**src/rtl/dma_burst_controller.sv**
```systemverilog
// rtl/dma_burst_controller.sv - DMem <-> DDR DMA engine splitting transfers into INCR bursts
module dma_burst_controller #(
  parameter int AXI_AWIDTH  = 32,
  parameter int AXI_DWIDTH  = 32,
  parameter int DMEM_AWIDTH = 14,
  parameter int DMEM_DWIDTH = 32,
  parameter int MAX_BURST   = 16
) (
  input  logic                     clk,
  input  logic                     rst,
  output logic                     dma_read_request_valid,
  input  logic                     dma_read_request_ready,
  output logic [AXI_AWIDTH-1:0]    dma_read_addr,
  output logic [31:0]              dma_read_len,
  output logic [2:0]               dma_read_size,
  output logic [1:0]               dma_read_burst,
  input  logic [AXI_DWIDTH-1:0]    dma_read_data,
  input  logic                     dma_read_data_valid,
  output logic                     dma_read_data_ready,
  output logic                     dma_write_request_valid,
  input  logic                     dma_write_request_ready,
  output logic [AXI_AWIDTH-1:0]    dma_write_addr,
  output logic [31:0]              dma_write_len,
  output logic [2:0]               dma_write_size,
  output logic [1:0]               dma_write_burst,
  output logic [AXI_DWIDTH-1:0]    dma_write_data,
  output logic                     dma_write_data_valid,
  input  logic                     dma_write_data_ready,
  input  logic                     dma_start,
  input  logic                     dma_dir,
  input  logic [31:0]              dma_src_addr,
  input  logic [31:0]              dma_dst_addr,
  input  logic [31:0]              dma_len,
  output logic                     dma_done,
  output logic                     dma_idle,
  output logic [31:0]              dma_xfer_cnt,
  output logic [DMEM_AWIDTH-1:0]   dmem_addr,
  output logic [DMEM_DWIDTH-1:0]   dmem_din,
  input  logic [DMEM_DWIDTH-1:0]   dmem_dout,
  output logic [DMEM_DWIDTH/8-1:0] dmem_wbe,
  output logic                     dmem_en
);

  localparam logic [2:0] S_IDLE    = 3'd0;
  localparam logic [2:0] S_RD_REQ  = 3'd1;
  localparam logic [2:0] S_RD_DATA = 3'd2;
  localparam logic [2:0] S_WR_REQ  = 3'd3;
  localparam logic [2:0] S_WR_DATA = 3'd4;
  localparam logic [2:0] S_DONE    = 3'd5;

  localparam logic [1:0] BURST_INCR = 2'b01;
  localparam int BCW = (MAX_BURST > 1) ? $clog2(MAX_BURST) : 1;

  logic [2:0]     state;
  logic [31:0]    src_q;
  logic [31:0]    dst_q;
  logic [31:0]    len_q;
  logic [31:0]    beat_cnt;
  logic [BCW-1:0] burst_cnt;
  logic           done_q;

  logic [31:0] remaining;
  logic [31:0] burst_len;
  logic        xfer_last;
  logic        burst_last;
  logic        rd_req_fire;
  logic        rd_data_fire;
  logic        wr_req_fire;
  logic        wr_data_fire;

  // A burst ends on the MAX_BURST-th beat or on the final word, whichever comes first.
  assign remaining  = len_q - beat_cnt;
  assign burst_len  = (remaining > 32'(MAX_BURST)) ? 32'(MAX_BURST) : remaining;
  assign xfer_last  = (beat_cnt + 32'd1) == len_q;
  assign burst_last = xfer_last || (burst_cnt == BCW'(MAX_BURST - 1));

  // Reset gates every handshake output combinationally so nothing leaks during the reset cycle.
  assign dma_read_request_valid  = !rst && (state == S_RD_REQ);
  assign dma_read_data_ready     = !rst && (state == S_RD_DATA);
  assign dma_write_request_valid = !rst && (state == S_WR_REQ);
  assign dma_write_data_valid    = !rst && (state == S_WR_DATA);

  assign rd_req_fire  = dma_read_request_valid && dma_read_request_ready;
  assign rd_data_fire = dma_read_data_ready && dma_read_data_valid;
  assign wr_req_fire  = dma_write_request_valid && dma_write_request_ready;
  assign wr_data_fire = dma_write_data_valid && dma_write_data_ready;

  assign dma_read_addr   = AXI_AWIDTH'(src_q + (beat_cnt << 2));
  assign dma_read_len    = burst_len - 32'd1;
  assign dma_read_size   = 3'd2;
  assign dma_read_burst  = BURST_INCR;
  assign dma_write_addr  = AXI_AWIDTH'(dst_q + (beat_cnt << 2));
  assign dma_write_len   = burst_len - 32'd1;
  assign dma_write_size  = 3'd2;
  assign dma_write_burst = BURST_INCR;
  assign dma_write_data  = dmem_dout;

  assign dmem_din     = dma_read_data;
  assign dma_done     = done_q;
  assign dma_idle     = (state == S_IDLE);
  assign dma_xfer_cnt = beat_cnt;

  // DMem port: write on read beats, prefetch the current word in WR_REQ and the next one on each write beat.
  always_comb begin
    dmem_en   = 1'b0;
    dmem_wbe  = '0;
    dmem_addr = DMEM_AWIDTH'(dst_q + beat_cnt);
    case (state)
      S_RD_DATA: begin
        dmem_en   = rd_data_fire;
        dmem_wbe  = {(DMEM_DWIDTH/8){rd_data_fire}};
        dmem_addr = DMEM_AWIDTH'(dst_q + beat_cnt);
      end
      S_WR_REQ: begin
        dmem_en   = !rst;
        dmem_addr = DMEM_AWIDTH'(src_q + beat_cnt);
      end
      S_WR_DATA: begin
        dmem_en   = wr_data_fire;
        dmem_addr = DMEM_AWIDTH'(src_q + beat_cnt + 32'd1);
      end
      default: begin
        dmem_en = 1'b0;
      end
    endcase
  end

  // Transfer sequencer: latch the job on start, then alternate request and data phases per burst.
  always_ff @(posedge clk) begin
    if (rst) begin
      state     <= S_IDLE;
      src_q     <= '0;
      dst_q     <= '0;
      len_q     <= '0;
      beat_cnt  <= '0;
      burst_cnt <= '0;
      done_q    <= 1'b0;
    end else begin
      case (state)
        S_IDLE: begin
          if (dma_start) begin
            src_q     <= dma_src_addr;
            dst_q     <= dma_dst_addr;
            len_q     <= dma_len;
            beat_cnt  <= '0;
            burst_cnt <= '0;
            done_q    <= 1'b0;
            if (dma_len == 32'd0) begin
              state <= S_DONE;
            end else if (dma_dir) begin
              state <= S_WR_REQ;
            end else begin
              state <= S_RD_REQ;
            end
          end
        end
        S_RD_REQ: begin
          if (rd_req_fire) begin
            burst_cnt <= '0;
            state     <= S_RD_DATA;
          end
        end
        S_RD_DATA: begin
          if (rd_data_fire) begin
            beat_cnt  <= beat_cnt + 32'd1;
            burst_cnt <= burst_cnt + 1'b1;
            if (burst_last) begin
              state <= xfer_last ? S_DONE : S_RD_REQ;
            end
          end
        end
        S_WR_REQ: begin
          if (wr_req_fire) begin
            burst_cnt <= '0;
            state     <= S_WR_DATA;
          end
        end
        S_WR_DATA: begin
          if (wr_data_fire) begin
            beat_cnt  <= beat_cnt + 32'd1;
            burst_cnt <= burst_cnt + 1'b1;
            if (burst_last) begin
              state <= xfer_last ? S_DONE : S_WR_REQ;
            end
          end
        end
        S_DONE: begin
          done_q <= 1'b1;
          state  <= S_IDLE;
        end
        default: begin
          state <= S_IDLE;
        end
      endcase
    end
  end

endmodule

```
**config.mk**
```make
export PLATFORM = sky130hd
export DESIGN_NAME = dma_burst_controller
export DESIGN_NICKNAME = d
export VERILOG_FILES = /design/src/rtl/dma_burst_controller.sv
export SDC_FILE = /design/constraint.sdc
export NUM_CORES = 1
export LEC_CHECK = 0
export BUFFER_PORTS_ARGS = -buffer_cell sky130_fd_sc_hd__buf_2
export CAP_MARGIN = 25
export CORE_AREA = 2 2 168 170
export DETAILED_ROUTE_END_ITERATION = 10
export DIE_AREA = 0 0 170 172
export GPL_TIMING_DRIVEN = 0
export PLACE_DENSITY = 0.78
export REMOVE_ABC_BUFFERS = 1
export SETUP_SLACK_MARGIN = 0.05
export SLEW_MARGIN = 20
export SYNTH_ARGS = -nofsm -noshare
export SYNTH_HDL_FRONTEND = slang
export SYNTH_SLANG_ARGS = --single-unit
```
**constraint.sdc**
```tcl
create_clock -name clk -period 10.9 [get_ports clk]
set_input_delay 2.18 -clock clk [delete_from_list [all_inputs] [get_ports clk]]
set_output_delay 2.18 -clock clk [all_outputs]
set_load 0.005 [all_outputs]
```
==> impl_summary.txt <==
----------------------------------------------------
[Floorplanning]
  Core footprint ... 27,500 um2
  Number of ports placed on the die boundary ... 427
  Width of the die ... 170 um
  Die Footprint ... 29,200 um2
  Number of rows in the core area ... 61
  Starting utilization of the core area ... 49.7%
  Die H ... 172 um

[Logic synthesis]
  Number of storage elements in the synthesis netlist ... 136
  Most common flop cell mapped by yosys ... sky130_fd_sc_hd__dfxtp_1
  Number of synthesized flops with an enable pin ... 0
  Share of Yosys cell area claimed by the top area cell type ... 19.9%
  Portion of the post-synthesis area used by sequential elements ... 19.9%
  Number of different library cells in the post-synthesis netlist ... 80
  Post-Synthesis Cell Area ... 13,700 um2
  Mean post-synth cell area ... 7.11 um2
  Top cells by area in the synthesized netlist ... sky130_fd_sc_hd__dfxtp_1 (20%), sky130_fd_sc_hd__ha_1 (11%), sky130_fd_sc_hd__nand2_1 (8.2%)
  Async S/R FF share, synth ... 0%
  Gate count after technology mapping ... 1,921
  Cell type with the highest aggregate area in the netlist ... sky130_fd_sc_hd__dfxtp_1
  Synth warn ... 0

[Place]
  Count of buffers from port buffering ... 288
  Routability congestion estimate ... 0.964
  Instance count after placement with tap cells included ... 2,367
  Post-detail-place hpwl ... 36.5 mm

[Timing]
  Final setup vio count ... 0
  Fin. Hold Viols ... 0
  Upper clock frequency limit ... 0.131 GHz
  Number of pins with negative max-slew slack in the final report ... 0
  Final Critical Period ... 7.66 ns
  Skew final ... 0.0168 ns
  Worst max-slew margin expressed relative to the limit ... 30.2%
  RSZ-0062 raised after global routing ... false
  Worst Tran Pin Value ... 1.03 ns
  Total negative slack for setup checks ... 0 ns
  Portion of the clock cycle consumed by the worst path in the final layout ... 70.2%

[Clocking]
  Later-pin clock latency in the skew report ... 0.43 ns
  Clock tree from TritonCTS ... built
  # Post-CTS Setup Buffers ... 0
  Master cell of the clock root buffer ... sky130_fd_sc_hd__clkbuf_16
  Total number of H-tree levels ... 4
  Number of clock sinks ... 136
  Number of buffers added by the clock tree synthesis step ... 17
  Worst-path clk slew ... 0.06 ns
  Maximum clock path buffer count ... 2
  PostCTS Resize Cnt ... 0
  Post-CTS Hold Fix Bufs ... 0

[Pwr]
  Worst ir drop on vdd ... 0.000110 V
  Design Power ... 2.73 mW
  Leakage Power ... 6.92 nW
  Power per standard cell area ... 181 nW/um2

[Setup path]
  Capturing element type of the critical path ... output port
  Critical path startpoint category ... flip-flop
  Type of the worst setup path ... flip-flop to output port
  Slowest CP cell ... sky130_fd_sc_hd__dfxtp_1
  WP buf/inv ... 2
  Critical path, cell by cell ... inv_1 -> ha_1 -> nand2b_1 -> a21oi_1 -> o21ai_1 -> a211oi_1 -> nor2_1 -> o311a_1 -> or3_1 -> nor4_1 -> and4_1 -> nand2b_1 -> ha_1 -> nand2_1 -> nor2_1 -> buf_2
  Critical Path Fanout Max ... 13
  Crit path max-delay family ... simple AND/OR/NAND/NOR gates
  Required time reported for the critical path endpoint ... 8.72 ns
  Signal arrival time at the worst endpoint ... 5.48 ns
  Slowest cell delay on critical path ... 0.76 ns

[Global route]
  Overall routing resource usage ... 31.1%
  Largest net degree at the start of global routing ... 85
  Number of antenna violations at the first check in global routing ... 0
  First-pass GRT wire length ... 71.2 mm
  Vias in the first global route ... 13,052
  Overflow left after global routing ... 0

[Hold path]
  Worst min path class ... flip-flop to flip-flop

[Job]
  Total of max-cap violations ... 0

[Routing]
  Per-cell via count in the routed design ... 6.00
  Remaining antenna violation count after routing ... 0
  Post-detailed-routing wire length ... 47.3 mm
  # DRC ... 0
  DRT Pass-1 Iters ... 6
  Initial detailed-routing violation count ... 1,412
  Total number of vias ... 14,402
  Average wire per cell in the routed design ... 19.7 um

[Layout]
  Ant diodes ... 0
  Growth of design area from synthesis to finish ... 10.5%
  Count of non-filler cells in the finished layout ... 2,399
  Net total in the final layout ... 2,332
  End-of-flow core utilization ... 54.9%
  Fraction of final layout cells with drive strength greater than 1 ... 17.3%

[Run status]
  Status ... finished, final reports clean

----------------------------------------------------
-- path summary, 6_finish.rpt --
path | startpoint | end | slack (ns) | depth (start not counted)
hold / removal | dst_q[25] | dst_q[25] | 0.46 | 2
setup reg to reg | dma_xfer_cnt[1] | state[1] | 6.39 | 11
hold reg to reg | dst_q[25] | dst_q[25] | 0.46 | 2
setup / recovery | dma_xfer_cnt[1] | dma_write_len[22] | 3.24 | 16
-- synth_stat cells (12+ instances only) --
| cell type | n |
|---|---|
| sky130_fd_sc_hd__nand2_1 | 300 |
| sky130_fd_sc_hd__a21oi_1 | 219 |
| sky130_fd_sc_hd__nor2_1 | 147 |
| sky130_fd_sc_hd__dfxtp_1 | 136 |
| sky130_fd_sc_hd__ha_1 | 119 |
| sky130_fd_sc_hd__buf_4 | 116 |
| sky130_fd_sc_hd__xnor2_1 | 106 |
| sky130_fd_sc_hd__o21ai_0 | 85 |
| sky130_fd_sc_hd__clkbuf_1 | 74 |
| sky130_fd_sc_hd__inv_1 | 71 |
| sky130_fd_sc_hd__nand3_1 | 54 |
| sky130_fd_sc_hd__nor3_1 | 39 |
| sky130_fd_sc_hd__xor2_1 | 38 |
| sky130_fd_sc_hd__nor4_1 | 34 |
| sky130_fd_sc_hd__a21o_1 | 33 |
| sky130_fd_sc_hd__nand4_1 | 31 |
| sky130_fd_sc_hd__nand2b_1 | 23 |
| sky130_fd_sc_hd__o21a_1 | 22 |
| sky130_fd_sc_hd__a31oi_1 | 20 |
| sky130_fd_sc_hd__and3_1 | 20 |
| sky130_fd_sc_hd__a211oi_1 | 18 |
| sky130_fd_sc_hd__o21bai_1 | 17 |
| sky130_fd_sc_hd__nor2b_1 | 15 |
| sky130_fd_sc_hd__o211ai_1 | 12 |
-- flip-flops by register name, summed over array words and instances, names as in the netlist --
register and flops:
burst_cnt 4, dma_done 1, dma_xfer_cnt 32, dst_q 32
len_q 32, src_q 32, state 3
-- metal layers --
layer / track usage [%] / routed length [um] / vias up
met5: 6.61 / 250 / -
met4: 9.07 / 1140 / 6
met3: 11.2 / 5390 / 94
met2: 48.2 / 20400 / 742
met1: 40.0 / 20100 / 6648
li1: - / - / 6912
-- through the flow --
step / hold WS [ns] / setup WS (ns) / cell area (um2)
finish: 0.458 / 3.24 / 15100
global route: 0.475 / 2.86 / 15100
CTS: 0.460 / 3.32 / 15100
detailed placement: 0.451 / 3.79 / 14500
global placement: 0.444 / 2.60 / 14400
floorplan: 0.430 / 4.82 / 12500
-- cells by family (layout without fill, tap and decap cells) --
logic type	after synthesis	in the layout	synth area share, %
buf+inv	272	396	10.7
mux	7	7	0.522
flops	136	136	19.9
compound gates	520	520	23.4
simple gates	715	715	24.4
xor+xnor	144	144	9.23
fa+ha+maj	125	125	11.7
other cells	2	10	0.0550
-- report_power, final --
part | switching [mW] | internal [mW]
combinational | 0.935 | 0.546
sequential | 0.0766 | 0.570
clock | 0.250 | 0.351
total | 1.26 | 1.47
-- layout make-up --
type                            count  area, um2
Clock buffer                       19        453
Clock inverter                     13        145
Fill cell                        2640      12400
Inverter                           71        267
Multi-Input combinational cell   1521       9530
Sequential cell                   136       2720
Tap cell                          346        433
Timing Repair Buffer              293       1550
-- cells in the final DEF, fill, tap and decap left out, types with 9 or more instances in the layout --
master                        n
sky130_fd_sc_hd__o22ai_1      9
sky130_fd_sc_hd__a22oi_1      9
sky130_fd_sc_hd__nor2b_1     15
sky130_fd_sc_hd__nor4_1      34
sky130_fd_sc_hd__conb_1      10
sky130_fd_sc_hd__nand4_1     31
sky130_fd_sc_hd__xnor2_1    105
sky130_fd_sc_hd__nor2_1     146
sky130_fd_sc_hd__nand3_1     54
sky130_fd_sc_hd__a21oi_1    219
sky130_fd_sc_hd__nand2_1    299
sky130_fd_sc_hd__nand2b_1    23
sky130_fd_sc_hd__ha_1       119
sky130_fd_sc_hd__dfxtp_1    136
sky130_fd_sc_hd__o21a_1      22
sky130_fd_sc_hd__xor2_1      38
sky130_fd_sc_hd__a21o_1      33
sky130_fd_sc_hd__and3_1      20
sky130_fd_sc_hd__nor3_1      39
sky130_fd_sc_hd__a31oi_1     20
sky130_fd_sc_hd__o211ai_1    12
sky130_fd_sc_hd__a211oi_1    18
sky130_fd_sc_hd__o21ai_0     85
sky130_fd_sc_hd__inv_1       71
sky130_fd_sc_hd__buf_2      288
sky130_fd_sc_hd__clkbuf_16   17
sky130_fd_sc_hd__o21bai_1    17
-- worst reg2reg max path, stage by stage, from the launching register on --
cell	delay (ns)
sky130_fd_sc_hd__dfxtp_1	0.76
sky130_fd_sc_hd__and3_1	0.39
sky130_fd_sc_hd__nand4_1	0.40
sky130_fd_sc_hd__nor3_1	0.47
sky130_fd_sc_hd__xnor2_1	0.21
sky130_fd_sc_hd__nand4_1	0.13
sky130_fd_sc_hd__nor4_1	0.60
sky130_fd_sc_hd__nand4_1	0.14
sky130_fd_sc_hd__or4_1	0.41
sky130_fd_sc_hd__a211o_1	0.40
sky130_fd_sc_hd__nor2b_4	0.18
sky130_fd_sc_hd__a2111oi_2	0.33
(Power assumes the default switching activity.)
